File: config.mk
export PLATFORM = sky130hd
export DESIGN_NAME = dmem_access_unit_flat
export DESIGN_NICKNAME = d
export VERILOG_FILES = /design/src/rtl/dmem_access_unit_if.sv /design/src/rtl/dmem_access_unit.sv /design/src/flat_wrapper.sv
export SDC_FILE = /design/constraint.sdc
export NUM_CORES = 1
export LEC_CHECK = 0
export ABC_AREA = 1
export ABC_CLOCK_PERIOD_IN_PS = 5850
export CORE_MARGIN = 3
export CORE_UTILIZATION = 50
export CTS_BUF_LIST = sky130_fd_sc_hd__clkbuf_8
export DETAILED_ROUTE_END_ITERATION = 10
export PLACE_DENSITY = 0.88
export REMOVE_ABC_BUFFERS = 1
export SETUP_SLACK_MARGIN = 0.3
export SLEW_MARGIN = 15
export SYNTH_ARGS = -nofsm -noshare
export SYNTH_HDL_FRONTEND = slang
export SYNTH_SLANG_ARGS = --single-unit
File: constraint.sdc
create_clock -name clk -period 5.85 [get_ports clk]
set_input_delay 0.8775 -clock clk [delete_from_list [all_inputs] [get_ports clk]]
set_output_delay 0.8775 -clock clk [all_outputs]
set_load 0.02 [all_outputs]
File: src/rtl/dmem_access_unit_if.sv
// Data-memory bus between the MEM-stage access unit (master) and the memory (slave).
// Requests are held stable until dmem_ready is seen at a rising edge; read data is valid alongside ready.
interface dmem_access_unit_if;
    logic        dmem_req;
    logic        dmem_we;
    logic [31:0] dmem_addr;
    logic [31:0] dmem_wdata;
    logic [3:0]  dmem_wstrb;
    logic        dmem_ready;
    logic [31:0] dmem_rdata;

    modport master (
        output dmem_req,
        output dmem_we,
        output dmem_addr,
        output dmem_wdata,
        output dmem_wstrb,
        input  dmem_ready,
        input  dmem_rdata
    );

    modport slave (
        input  dmem_req,
        input  dmem_we,
        input  dmem_addr,
        input  dmem_wdata,
        input  dmem_wstrb,
        output dmem_ready,
        output dmem_rdata
    );
endinterface

File: src/rtl/dmem_access_unit.sv
// MEM-stage load/store engine: issues one bus access per load/store and formats load data.
// Latency 3 cycles minimum (IDLE, REQ, DONE); stalls the pipeline until ready or timeout.
module dmem_access_unit #(
    parameter int unsigned TIMEOUT_CYCLES = 255
) (
    input  logic                  clk,
    input  logic                  reset,
    input  logic                  mem_read_mem,
    input  logic                  mem_write_mem,
    input  logic [2:0]            funct3_mem,
    input  logic [31:0]           alu_result_mem,
    input  logic [31:0]           write_data_mem,
    dmem_access_unit_if.master    bus,
    output logic [31:0]           read_data_mem,
    output logic                  stall_mem,
    output logic                  misaligned,
    output logic                  bus_error
);

    typedef enum logic [1:0] {
        IDLE = 2'd0,
        REQ  = 2'd1,
        DONE = 2'd2
    } state_t;

    localparam int unsigned CW = (TIMEOUT_CYCLES > 1) ? $clog2(TIMEOUT_CYCLES) : 1;
    localparam logic [CW-1:0] LAST_WAIT = CW'(TIMEOUT_CYCLES - 1);

    state_t        state;
    state_t        state_nxt;
    logic [CW-1:0] wait_cnt;
    logic [2:0]    ld_funct3;
    logic [1:0]    ld_lane;

    logic          access;
    logic [1:0]    size;
    logic          addr_mis;
    logic          start;
    logic          ready_hit;
    logic          timeout;
    logic [31:0]   st_wdata;
    logic [3:0]    st_wstrb;
    logic [31:0]   rd_shift;
    logic [7:0]    rd_byte;
    logic [15:0]   rd_half;
    logic [31:0]   ld_fmt;

    // Size comes from funct3[1:0]; 11 and the unused load codes fall into word handling.
    assign access = mem_read_mem | mem_write_mem;
    assign size   = funct3_mem[1:0];

    always_comb begin
        addr_mis = 1'b0;
        case (size)
            2'b00:   addr_mis = 1'b0;
            2'b01:   addr_mis = alu_result_mem[0];
            default: addr_mis = |alu_result_mem[1:0];
        endcase
    end

    assign misaligned = (state == IDLE) & access & addr_mis;
    assign start      = (state == IDLE) & access & ~addr_mis;
    assign stall_mem  = start | (state == REQ);
    assign ready_hit  = (state == REQ) & bus.dmem_ready;
    assign timeout    = (state == REQ) & ~bus.dmem_ready & (wait_cnt == LAST_WAIT);

    always_comb begin
        st_wdata = write_data_mem;
        st_wstrb = 4'b1111;
        case (size)
            2'b00: begin
                st_wdata = {4{write_data_mem[7:0]}};
                st_wstrb = 4'b0001 << alu_result_mem[1:0];
            end
            2'b01: begin
                st_wdata = {2{write_data_mem[15:0]}};
                st_wstrb = alu_result_mem[1] ? 4'b1100 : 4'b0011;
            end
            default: begin
                st_wdata = write_data_mem;
                st_wstrb = 4'b1111;
            end
        endcase
    end

    // Lane and funct3 are latched at issue so formatting does not depend on the held EX/MEM inputs.
    assign rd_shift = bus.dmem_rdata >> {ld_lane, 3'b000};
    assign rd_byte  = rd_shift[7:0];
    assign rd_half  = ld_lane[1] ? bus.dmem_rdata[31:16] : bus.dmem_rdata[15:0];

    always_comb begin
        ld_fmt = bus.dmem_rdata;
        case (ld_funct3)
            3'b000:  ld_fmt = {{24{rd_byte[7]}}, rd_byte};
            3'b001:  ld_fmt = {{16{rd_half[15]}}, rd_half};
            3'b100:  ld_fmt = {24'h0, rd_byte};
            3'b101:  ld_fmt = {16'h0, rd_half};
            default: ld_fmt = bus.dmem_rdata;
        endcase
    end

    always_ff @(posedge clk or posedge reset) begin
        if (reset) begin
            state <= IDLE;
        end else begin
            state <= state_nxt;
        end
    end

    always_comb begin
        state_nxt = state;
        case (state)
            IDLE:    if (start) state_nxt = REQ;
            REQ:     if (ready_hit | timeout) state_nxt = DONE;
            DONE:    state_nxt = IDLE;
            default: state_nxt = IDLE;
        endcase
    end

    always_ff @(posedge clk or posedge reset) begin
        if (reset) begin
            bus.dmem_req   <= 1'b0;
            bus.dmem_we    <= 1'b0;
            bus.dmem_addr  <= 32'h0;
            bus.dmem_wdata <= 32'h0;
            bus.dmem_wstrb <= 4'h0;
            read_data_mem  <= 32'h0;
            bus_error      <= 1'b0;
            wait_cnt       <= '0;
            ld_funct3      <= 3'b000;
            ld_lane        <= 2'b00;
        end else begin
            bus_error <= timeout;

            if (start) begin
                bus.dmem_req   <= 1'b1;
                bus.dmem_we    <= mem_write_mem;
                bus.dmem_addr  <= {alu_result_mem[31:2], 2'b00};
                bus.dmem_wdata <= st_wdata;
                bus.dmem_wstrb <= mem_write_mem ? st_wstrb : 4'b0000;
                ld_funct3      <= funct3_mem;
                ld_lane        <= alu_result_mem[1:0];
                wait_cnt       <= '0;
            end else if (misaligned) begin
                read_data_mem <= 32'h0;
            end

            // Ready on the last allowed wait cycle still completes normally.
            if (state == REQ) begin
                if (bus.dmem_ready) begin
                    bus.dmem_req   <= 1'b0;
                    bus.dmem_we    <= 1'b0;
                    bus.dmem_wstrb <= 4'h0;
                    if (!bus.dmem_we) begin
                        read_data_mem <= ld_fmt;
                    end
                end else if (timeout) begin
                    bus.dmem_req   <= 1'b0;
                    bus.dmem_we    <= 1'b0;
                    bus.dmem_wstrb <= 4'h0;
                    read_data_mem  <= 32'h0;
                end else begin
                    wait_cnt <= wait_cnt + CW'(1);
                end
            end
        end
    end

endmodule

File: src/flat_wrapper.sv
// flat-port wrapper written by rule: the top's interface ports become plain ports
module dmem_access_unit_flat 
#(
    parameter int unsigned TIMEOUT_CYCLES = 255
)
  (clk, reset, mem_read_mem, mem_write_mem, funct3_mem, alu_result_mem, write_data_mem, read_data_mem, stall_mem, misaligned, bus_error, bus_dmem_req, bus_dmem_we, bus_dmem_addr, bus_dmem_wdata, bus_dmem_wstrb, bus_dmem_ready, bus_dmem_rdata);
  dmem_access_unit_if bus_i ();
  input  logic clk;
  input  logic reset;
  input  logic mem_read_mem;
  input  logic mem_write_mem;
  input  logic [2:0] funct3_mem;
  input  logic [31:0] alu_result_mem;
  input  logic [31:0] write_data_mem;
  output logic [31:0] read_data_mem;
  output logic stall_mem;
  output logic misaligned;
  output logic bus_error;
  output wire logic [$bits(bus_i.dmem_req)-1:0] bus_dmem_req;
  output wire logic [$bits(bus_i.dmem_we)-1:0] bus_dmem_we;
  output wire logic [$bits(bus_i.dmem_addr)-1:0] bus_dmem_addr;
  output wire logic [$bits(bus_i.dmem_wdata)-1:0] bus_dmem_wdata;
  output wire logic [$bits(bus_i.dmem_wstrb)-1:0] bus_dmem_wstrb;
  input wire logic [$bits(bus_i.dmem_ready)-1:0] bus_dmem_ready;
  input wire logic [$bits(bus_i.dmem_rdata)-1:0] bus_dmem_rdata;
  assign bus_dmem_req = bus_i.dmem_req;
  assign bus_dmem_we = bus_i.dmem_we;
  assign bus_dmem_addr = bus_i.dmem_addr;
  assign bus_dmem_wdata = bus_i.dmem_wdata;
  assign bus_dmem_wstrb = bus_i.dmem_wstrb;
  assign bus_i.dmem_ready = bus_dmem_ready;
  assign bus_i.dmem_rdata = bus_dmem_rdata;
  dmem_access_unit #(.TIMEOUT_CYCLES(TIMEOUT_CYCLES)) u_core (.clk(clk), .reset(reset), .mem_read_mem(mem_read_mem), .mem_write_mem(mem_write_mem), .funct3_mem(funct3_mem), .alu_result_mem(alu_result_mem), .write_data_mem(write_data_mem), .bus(bus_i), .read_data_mem(read_data_mem), .stall_mem(stall_mem), .misaligned(misaligned), .bus_error(bus_error));
endmodule
==> metrics.txt <==
Lkg Pwr approximately 4.1 nW; number of synthesized flops with an enable pin 0; # rows 38; post-synth top area cell dfrtp_1; synth unique cells 27; Worst VDD drop 297 uV; share of layout cells above drive strength 1 under 10%; Clock Latency Late Sink 430 ps; post-DP HPWL 13.0 mm; RSZ-0062 raised after global routing false; total CTS buffers 17; crit path buf inv count 3; CTS Hold Bufs 0; final hold viol count 0; # DRC 0; CP peak stage delay 740 ps; Critical Path RT 4970 ps; Final Max Tran Viols 0; Syn Inst Count 804; DRT iter0 DRCs 453; Area Overhead vs Synth 41.6%; Post-CTS Setup Bufs 0; TritonCTS Sinks 116; vias post-DR around 6,000; final worst-path cycle share 76.0%; first-pass GRT wire length 29.7 mm; DRT Pass-1 Iters 5; Setup CP Type in2out; Layout Skew 10.1 ps; Vias/cell between 5 and 6; crit path capture type output port; Seq cells post-synth 116; YS warnings 0; root buffer cell clkbuf_8; fin crit period ~4400 ps; Max Cap Violations 0; largest cells by area after synthesis dfrtp_1 49%, nand2_1 24%, nand3_1 5.9%, nor2_1 3.0%, inv_1 2.9%; Clock Pin Slew Worst Setup and Hold Paths 80 ps; Cells after DPL approximately 1,100; Power Total 4.13 mW; Final setup viols 0; HP Class reg2reg; Port Buffers 206; Synth top area share 49.3%; die area 13,100 um^2; Core Region 11,200 um^2; I/O pin total 209; sequential element share of the synthesized area 49.3%; critical path launch point type input pin; Post-synth ARST share 100%; crit-path most repeated cell clkdlybuf4s50_1; Starting Density approximately 53%; WP data arrival ~3600 ps; CP max-delay cell clkdlybuf4s50_1; outcome complete, no violations; largest net degree at the start of global routing 78; top_reg_cell synth dfrtp_1; Die X approximately 110 um; Slew Limit Headroom 24.5%; grt total ovfl 0; post_cts resized 0; Achievable Freq between 200 and 250 MHz; CTS H-tree lvls 4; setup_tns 0 ps; antenna violations before repair 0; GP Congestion 0.861; cell family with most CP delay buffers and inverters; mapped cell area 5890 um^2; P per Cell Area 495 nW/um^2; DRT antenna net count 0; critical-path cell list clkdlybuf4s50_1 -> nor2_2 -> a21oi_1 -> nand2_1 -> inv_1 -> clkdlybuf4s50_1; diode count 0; CTS Buffer Depth 2; Crit Path Max Fanout 20; post-layout util about 75%; Post-Layout Cell Count 1,144; setup slack, reg-to-reg 3370 ps; vias in the first global route 6,026; Worst Max-Slew Pin Slew 1130 ps; final WL roughly 18 mm; Min Hold Slack 474 ps; average size of a mapped cell roughly 7.3 um^2; Final #Nets 1,097; total track usage between 20% and 30%; CTS tree done; DR WL/cell ~16 um; die height between 100 and 150 um
area by class of cell:
type / instances / area (um^2)
clock buffer: 18 / 248
clock inverter: 14 / 154
fill: 841 / 2840
inverter: 49 / 186
multi-input combinational: 598 / 2580
sequential: 116 / 2900
tap: 140 / 175
timing repair buffer: 209 / 2080
Yosys cell counts, types with 4 or more instances:
master / n
a211oi_1: 7
a21oi_1: 24
a22oi_1: 5
a31oi_1: 16
buf_2: 15
buf_4: 7
clkbuf_1: 18
dfrtp_1: 116
inv_1: 45
inv_2: 4
nand2_1: 373
nand3_1: 69
nand4_1: 17
nor2_1: 47
o21ai_0: 22
registers in the layout, summed over array words and instances (netlist names):
register and cells:
u_core.bus.dmem_addr 30, u_core.bus.dmem_req 1, u_core.bus.dmem_wdata 32, u_core.bus.dmem_we 1, u_core.bus.dmem_wstrb 4, u_core.bus_error 1
u_core.ld_funct3 3, u_core.ld_lane 2, u_core.read_data_mem 32, u_core.state 2, u_core.wait_cnt 8
cells in the final DEF, fill, tap and decap left out, drive strengths merged:
master	netlist	final
nand3	71	71
bufinv	0	2
nor3	2	2
a31oi	16	16
clkdlybuf4s50	0	206
dfrtp	116	116
inv	49	52
ha	2	2
a21oi	25	25
nand3b	2	2
clkbuf	18	18
conb	1	2
a211oi	7	7
nor2	50	50
buf	24	3
o21ai	23	23
clkinvlp	0	6
a22oi	5	5
xnor2	1	1
clkinv	0	3
nand4	17	17
nand2	375	375
tightest hold or removal path, cell delays in order, from the launching register on:
cell,delay (ps)
dfrtp_1,350
nand2_1,50
nand2_1,40
cells by family (layout without fill, tap and decap cells):
kind of cell             count (synthesis)  in the layout  synth area share [%]
flip-flops                             116            116                  49.3
adder cells (fa/ha/maj)                  2              2                 0.425
other                                    1              2                0.0637
AND/OR/NAND/NOR                        517            517                  35.8
AO/OA/AOI/OAI                           76             76                  7.38
buffers and inverters                   91            290                  6.82
XOR/XNOR                                 1              1                 0.149
layer usage:
layer	GRT usage (%)	routed length, um	up-vias
met3	12.5	2080	37
met5	0	0	-
met1	34.5	7050	2796
li1	-	-	2935
met4	9.34	439	0
met2	46.3	8750	278
power by group:
part           switching, mW  internal (mW)
Clock                  0.356          0.393
Sequential             0.282           1.13
Combinational           1.11          0.859
Total                   1.75           2.38
worst paths after layout:
| kind | start | endpoint | cells past startpoint |
|---|---|---|---|
| worst max register to register | u_core.state[0] | u_core.bus.dmem_wdata[28] | 8 |
| worst min register to register | u_core.read_data_mem[19] | u_core.read_data_mem[19] | 2 |
| worst min-delay path | u_core.read_data_mem[19] | u_core.read_data_mem[19] | 2 |
| min in group asynchronous | reset | u_core.bus.dmem_addr[11] | 2 |
| worst max-delay path | funct3_mem[1] | misaligned | 6 |
| max in group asynchronous | reset | u_core.ld_funct3[0] | 3 |
per-stage QoR:
step | instance area, um^2 | setup slack (ps)
final | 8340 | 1400
after detailed placement | 7930 | 1450
after CTS | 8340 | 1460
after floorplan | 5670 | 1900
after global routing | 8340 | 1210
after global placement | 7930 | 1450
Note: power is estimated with default switching activity, not from simulation.
